===== config.mk =====
export PLATFORM = sky130hd
export DESIGN_NAME = alpha_col_feeder_flat
export DESIGN_NICKNAME = d
export VERILOG_FILES = /design/src/rtl/alpha_col_feeder_if.sv /design/src/rtl/alpha_col_feeder.sv /design/src/flat_wrapper.sv
export SDC_FILE = /design/constraint.sdc
export NUM_CORES = 1
export LEC_CHECK = 0
export BUFFER_PORTS_ARGS = -buffer_cell sky130_fd_sc_hd__buf_2
export CORE_UTILIZATION = 35
export DETAILED_ROUTE_END_ITERATION = 16
export SETUP_SLACK_MARGIN = 0.05
export SLEW_MARGIN = 10
export SYNTH_ARGS = -nofsm -noshare
export SYNTH_HDL_FRONTEND = slang
export SYNTH_SLANG_ARGS = --single-unit
export TNS_END_PERCENT = 50

===== constraint.sdc =====
create_clock -name clk -period 2.25 [get_ports clk]
set_input_delay 0.45 -clock clk [delete_from_list [all_inputs] [get_ports clk]]
set_output_delay 0.45 -clock clk [all_outputs]
set_load 0.005 [all_outputs]

===== src/rtl/alpha_col_feeder_if.sv =====
// rtl/alpha_col_feeder_if.sv - stream bundle between the alpha/H sources, the column feeder and the core
//
// Purpose: groups every handshake, data and status signal of the alpha column
// feeder so the block exposes one bus port next to clk/rst.
// Ports (signals):
//   s_alpha/_tvalid/_tready     alpha element stream, column-major k = a*J + j
//   s_h_row/s_h_tvalid/_tready  parity-check row for the frame
//   core_done                   one-cycle pulse, core finished the frame
//   H_row/H_row_tvalid          row to the core, one beat per frame
//   alpha_u_col/_tvalid/_tlast  one J-element column per beat, no backpressure
//   frames_sent                 frames fully emitted, 16-bit wrapping
// Modports: slave = feeder view, master = source/core view.
interface alpha_col_feeder_if #(
  parameter int J         = 14,
  parameter int DATAWIDTH = 8
);
  logic [DATAWIDTH-1:0]   s_alpha;
  logic                   s_alpha_tvalid;
  logic                   s_alpha_tready;
  logic [J-1:0]           s_h_row;
  logic                   s_h_tvalid;
  logic                   s_h_tready;
  logic                   core_done;
  logic [J-1:0]           H_row;
  logic                   H_row_tvalid;
  logic [J*DATAWIDTH-1:0] alpha_u_col;
  logic                   alpha_u_col_tvalid;
  logic                   alpha_u_col_tlast;
  logic [15:0]            frames_sent;

  modport slave (
    input  s_alpha, s_alpha_tvalid, s_h_row, s_h_tvalid, core_done,
    output s_alpha_tready, s_h_tready, H_row, H_row_tvalid,
           alpha_u_col, alpha_u_col_tvalid, alpha_u_col_tlast, frames_sent
  );

  modport master (
    output s_alpha, s_alpha_tvalid, s_h_row, s_h_tvalid, core_done,
    input  s_alpha_tready, s_h_tready, H_row, H_row_tvalid,
           alpha_u_col, alpha_u_col_tvalid, alpha_u_col_tlast, frames_sent
  );
endinterface


===== src/rtl/alpha_col_feeder.sv =====
// rtl/alpha_col_feeder.sv - buffers one frame of alpha elements plus an H row, then feeds the core column by column
//
// Purpose: collects J*A alpha elements (column-major) and one H row, emits the
// row for one cycle, then A consecutive columns of J elements, and waits for
// the core's done pulse before accepting the next frame.
// Ports:
//   clk  rising-edge clock
//   rst  synchronous active-high reset
//   bus  alpha_col_feeder_if.slave (alpha/H inputs, core_done, H_row,
//        alpha_u_col stream and frames_sent counter)
module alpha_col_feeder #(
  parameter int J         = 14,
  parameter int A         = 2,
  parameter int DATAWIDTH = 8
) (
  input  logic                clk,
  input  logic                rst,
  alpha_col_feeder_if.slave   bus
);

  localparam int NK = J * A;
  localparam int KW = $clog2(NK + 1);
  localparam int AW = (A > 1) ? $clog2(A) : 1;
  localparam logic [KW-1:0] K_FULL = KW'(NK);
  localparam logic [KW-1:0] K_LAST = KW'(NK - 1);
  localparam logic [AW-1:0] A_LAST = AW'(A - 1);

  typedef enum logic [1:0] {LOAD, SEND_H, SEND_A, WAIT_DONE} state_t;

  state_t                 state, state_next;
  logic [KW-1:0]          k;
  logic [AW-1:0]          a;
  logic                   h_held;
  logic [J-1:0]           h_reg;
  logic [15:0]            frames_cnt;
  logic [DATAWIDTH-1:0]   buffer [NK];

  logic                   alpha_ready, h_ready;
  logic                   alpha_fire, h_fire;
  logic                   last_col;
  logic [J-1:0]           h_row_out;
  logic                   h_row_valid;
  logic [J*DATAWIDTH-1:0] col_out;
  logic                   col_valid;

  always_comb begin
    state_next  = state;
    alpha_ready = 1'b0;
    h_ready     = 1'b0;
    alpha_fire  = 1'b0;
    h_fire      = 1'b0;
    last_col    = 1'b0;
    h_row_out   = '0;
    h_row_valid = 1'b0;
    col_out     = '0;
    col_valid   = 1'b0;
    case (state)
      LOAD: begin
        alpha_ready = (k != K_FULL);
        h_ready     = !h_held;
        alpha_fire  = bus.s_alpha_tvalid & alpha_ready;
        h_fire      = bus.s_h_tvalid & h_ready;
        // Look through this cycle's transfers so SEND_H follows the final beat directly.
        if (((k == K_FULL) || (alpha_fire && (k == K_LAST))) && (h_held || h_fire))
          state_next = SEND_H;
      end
      SEND_H: begin
        h_row_out   = h_reg;
        h_row_valid = 1'b1;
        state_next  = SEND_A;
      end
      SEND_A: begin
        col_valid = 1'b1;
        last_col  = (a == A_LAST);
        for (int j = 0; j < J; j++)
          col_out[j*DATAWIDTH +: DATAWIDTH] = buffer[KW'(int'(a) * J + j)];
        if (last_col)
          state_next = WAIT_DONE;
      end
      WAIT_DONE: begin
        if (bus.core_done)
          state_next = LOAD;
      end
      default: state_next = LOAD;
    endcase
  end

  always_ff @(posedge clk) begin
    if (rst) begin
      state      <= LOAD;
      k          <= '0;
      a          <= '0;
      h_held     <= 1'b0;
      h_reg      <= '0;
      frames_cnt <= '0;
    end else begin
      state <= state_next;
      if (alpha_fire)
        k <= k + 1'b1;
      if (h_fire) begin
        h_held <= 1'b1;
        h_reg  <= bus.s_h_row;
      end
      if (state == SEND_A) begin
        // Column index stays on A-1 through WAIT_DONE; core_done clears it.
        if (last_col)
          frames_cnt <= frames_cnt + 16'd1;
        else
          a <= a + 1'b1;
      end
      if ((state == WAIT_DONE) && bus.core_done) begin
        k      <= '0;
        a      <= '0;
        h_held <= 1'b0;
      end
    end
  end

  // Payload storage is not reset; writes only happen on accepted beats in LOAD.
  always_ff @(posedge clk) begin
    if (alpha_fire)
      buffer[k] <= bus.s_alpha;
  end

  assign bus.s_alpha_tready     = alpha_ready;
  assign bus.s_h_tready         = h_ready;
  assign bus.H_row              = h_row_out;
  assign bus.H_row_tvalid       = h_row_valid;
  assign bus.alpha_u_col        = col_out;
  assign bus.alpha_u_col_tvalid = col_valid;
  assign bus.alpha_u_col_tlast  = last_col;
  assign bus.frames_sent        = frames_cnt;

endmodule


===== src/flat_wrapper.sv =====
// flat-port wrapper written by rule: the top's interface ports become plain ports
module alpha_col_feeder_flat 
#(
  parameter int J         = 14,
  parameter int A         = 2,
  parameter int DATAWIDTH = 8
)
  (clk, rst, bus_s_alpha, bus_s_alpha_tvalid, bus_s_h_row, bus_s_h_tvalid, bus_core_done, bus_s_alpha_tready, bus_s_h_tready, bus_H_row, bus_H_row_tvalid, bus_alpha_u_col, bus_alpha_u_col_tvalid, bus_alpha_u_col_tlast, bus_frames_sent);
  alpha_col_feeder_if #(.J(J), .DATAWIDTH(DATAWIDTH)) bus_i ();
  input  logic clk;
  input  logic rst;
  input wire logic [$bits(bus_i.s_alpha)-1:0] bus_s_alpha;
  input wire logic [$bits(bus_i.s_alpha_tvalid)-1:0] bus_s_alpha_tvalid;
  input wire logic [$bits(bus_i.s_h_row)-1:0] bus_s_h_row;
  input wire logic [$bits(bus_i.s_h_tvalid)-1:0] bus_s_h_tvalid;
  input wire logic [$bits(bus_i.core_done)-1:0] bus_core_done;
  output wire logic [$bits(bus_i.s_alpha_tready)-1:0] bus_s_alpha_tready;
  output wire logic [$bits(bus_i.s_h_tready)-1:0] bus_s_h_tready;
  output wire logic [$bits(bus_i.H_row)-1:0] bus_H_row;
  output wire logic [$bits(bus_i.H_row_tvalid)-1:0] bus_H_row_tvalid;
  output wire logic [$bits(bus_i.alpha_u_col)-1:0] bus_alpha_u_col;
  output wire logic [$bits(bus_i.alpha_u_col_tvalid)-1:0] bus_alpha_u_col_tvalid;
  output wire logic [$bits(bus_i.alpha_u_col_tlast)-1:0] bus_alpha_u_col_tlast;
  output wire logic [$bits(bus_i.frames_sent)-1:0] bus_frames_sent;
  assign bus_i.s_alpha = bus_s_alpha;
  assign bus_i.s_alpha_tvalid = bus_s_alpha_tvalid;
  assign bus_i.s_h_row = bus_s_h_row;
  assign bus_i.s_h_tvalid = bus_s_h_tvalid;
  assign bus_i.core_done = bus_core_done;
  assign bus_s_alpha_tready = bus_i.s_alpha_tready;
  assign bus_s_h_tready = bus_i.s_h_tready;
  assign bus_H_row = bus_i.H_row;
  assign bus_H_row_tvalid = bus_i.H_row_tvalid;
  assign bus_alpha_u_col = bus_i.alpha_u_col;
  assign bus_alpha_u_col_tvalid = bus_i.alpha_u_col_tvalid;
  assign bus_alpha_u_col_tlast = bus_i.alpha_u_col_tlast;
  assign bus_frames_sent = bus_i.frames_sent;
  alpha_col_feeder #(.J(J), .A(A), .DATAWIDTH(DATAWIDTH)) u_core (.clk(clk), .rst(rst), .bus(bus_i));
endmodule

==> impl_metrics.ini <==
[outcome]
status = finished, violations left
violations = setup timing

[timing]
max_slew.worst_pin.slew_ps = 733
fin_crit_ps = 2250
finalHoldViolations = 0
max_freq_ghz = 0.444
finClkSkew_ps = 19.8
fin_ws_ps = -1.13
rsz0062_at_grt = yes
period_share_pct = 100
setup_viol = 2
drv_slew = 0
maxSlewHeadroom_pct = 51.1
fin_setup_tns_ps = -1.45

[floorplanning]
die_area_mm2 = 0.0316
die_h_um = 178
start_util_pct = 35.5
die_x_um = 178
io_pins = 174
coreArea_mm2 = 0.0305
rows = 64

[cts]
numCtsBuffers = 27
clockBufferDepth = 3
root_buffer = clkbuf_16
clock_latency_ps = 540
htreeDepth = 1
cts_sinks = 263
clk_pin_slew_ps = 60
cts_tree = done

[placement]
dp_cells = 1308
placed_area_mm2 = 0.0123
io_buffers = 173
dpl.hpwl_um = 15300
place_ws_ps = 112
gp_congestion = 0.728

[worst_setup_path]
required_ps = 1800
cp_slowest_stage_delay_ps = 410
critical_path.slowest_cell = dfxtp_4
setup.worst_path.class = reg2out
cp_max_fo = 8
path_cells = buf_12 -> buf_6 -> mux2i_2 -> nor2b_1 -> buf_2
cp-start-kind = register
cp_num_buf_inv = 3
cpLargestDelayFamily = buffers and inverters
worstSetupEndpointType = primary output
arrival_ps = 1800

[power_and_ir_drop]
max-vdd-ir-drop_mv = 0.568
p_sw_share_pct = 20.6
p_leak_nw = 5.21
p_seq_share_pct = 53.4
p_comb_share_pct = 2.6
pwr-share-clk_pct = 44.0
p_per_area_mw_per_mm2 = 712
intPower_mw = 7.97
switchingPower_mw = 2.06

[grt]
grt_max_degree = 44
overflow = 0
grt_pass1_vias = 6181
grt_pass1_wl_um = 36100
grt_usage_pct = 15.3
antenna_found_initial = 1

[cells_and_area]
multiInputGateArea_mm2 = 0.00343
fin_area_mm2 = 0.0141
final_cell_mix = edfxtp_1, buf_2, nor2b_1, mux2i_1, nor2_1
area_growth_pct = 30.3
final_common_cell = edfxtp_1
largest_reg_flops = 224
drive_gt1_share_pct = 36.3
fin_nets = 1004
final_util_pct = 46.2
finalNonFillerCells = 1386
regArea_mm2 = 0.00752
fill_cells = 2719

[routing]
first_pass_iters = 7
avgViaCountPerCell = 4.71
vias = 6533
routed_wl_um = 26400
drc = 0
drt_first_iter_violations = 494
ant_nets = 0
routedWlPerCell_um = 19.0

[logic_synthesis]
ys.flop_type = edfxtp_1
yosys_warnings = 0
synthArstFlopShare_pct = 0
synth.avg_cell_area_um2 = 14.6
synth_nets = 776
synth.distinct_cells = 43
yosysSeqAreaShare_pct = 69.4
ys_seq_elements = 263
synth-edff-count = 224
syn_inst = 740
synth_area_mm2 = 0.0108

[run]
max_cap_viol_count = 0

[worst_hold_path]
hold_path.class = in2reg
timing repair:
action,in CTS,in global routing
resized for setup,19,72
setup endpoints to repair,124,254
pin swaps,0,0
buffers inserted,6,9
hold buffers,0,0
cloned,0,12
through the flow:
stage	total power, mW	hold WS, ps
after global routing	10.4	144
after detailed placement	5.72	443
final	10.0	153
after floorplan	5.56	432
after global placement	5.72	437
after CTS	10.1	132
path summary, 6_finish.rpt:
| kind | depth (start not counted) | endpoint | slack [ps] | from |
|---|---|---|---|---|
| setup / recovery | 5 | bus_alpha_u_col[105] | -1 | u_core.a |
| hold / removal | 3 | u_core.h_reg[2] | 150 | bus_s_h_row[2] |
| setup reg to reg | 7 | u_core.buffer[14][6] | 240 | u_core.k[0] |
| hold reg to reg | 2 | u_core.h_reg[11] | 450 | u_core.h_reg[11] |
cell families after synthesis:
kind of cell | share of synthesized area [%]
flip-flops | 69.4
adder cells (fa/ha/maj) | 1.04
XOR/XNOR | 1.13
buffers and inverters | 2.45
AND/OR/NAND/NOR | 13.8
AO/OA/AOI/OAI | 1.24
multiplexers | 11.0
worst register-to-register path, stage by stage (launching register included):
cell     delay [ps]
dfxtp_2         370
inv_1            80
ha_1            250
nand4_4         140
and3_2          280
nand2_2         210
nor2_1          220
buf_4           170
Yosys cell counts, types with 3 or more instances:
master	count	area [um^2]
clkbuf_1	14	52.6
xnor2_1	9	78.8
nor3_1	4	20.0
ha_1	9	113
nand2_1	34	128
nor2_1	54	203
inv_1	12	45.0
xor2_1	5	43.8
nand4_1	4	25.0
nand3b_1	3	22.5
and2_1	17	106
nor2b_1	115	719
nand3_1	7	35.0
nand2_2	3	18.8
edfxtp_1	224	6730
a21oi_1	16	80.1
buf_4	11	82.6
buf_2	11	55.1
and3_1	4	25.0
mux2i_1	115	1150
dfxtp_1	39	781
power groups by stage:
stage	Combinational [mW]	Sequential, mW	Clock (mW)
after detailed placement	0.262	5.46	0
after CTS	0.264	5.36	4.51
after floorplan	0.108	5.46	0
after global routing	0.287	5.36	4.72
after global placement	0.257	5.46	0
final	0.261	5.36	4.42
area by class of cell:
class                      count  area share (%)
sequential                   263            53.3
tap                          396            3.51
antenna                        1          0.0177
timing repair buffer         239            12.2
clock inverter                20            1.43
clock buffer                  30            4.87
multi-input combinational    425            24.3
inverter                      12           0.319
layer usage:
layer / vias to the layer above / wire length, um / global-route usage [%]
li1: 3095 / - / -
met1: 3210 / 11600 / 20.7
met2: 195 / 12900 / 25.7
met3: 33 / 1320 / 2.16
met4: 0 / 488 / 4.02
met5: - / 0 / 0
Note: power is estimated with default switching activity, not from simulation.
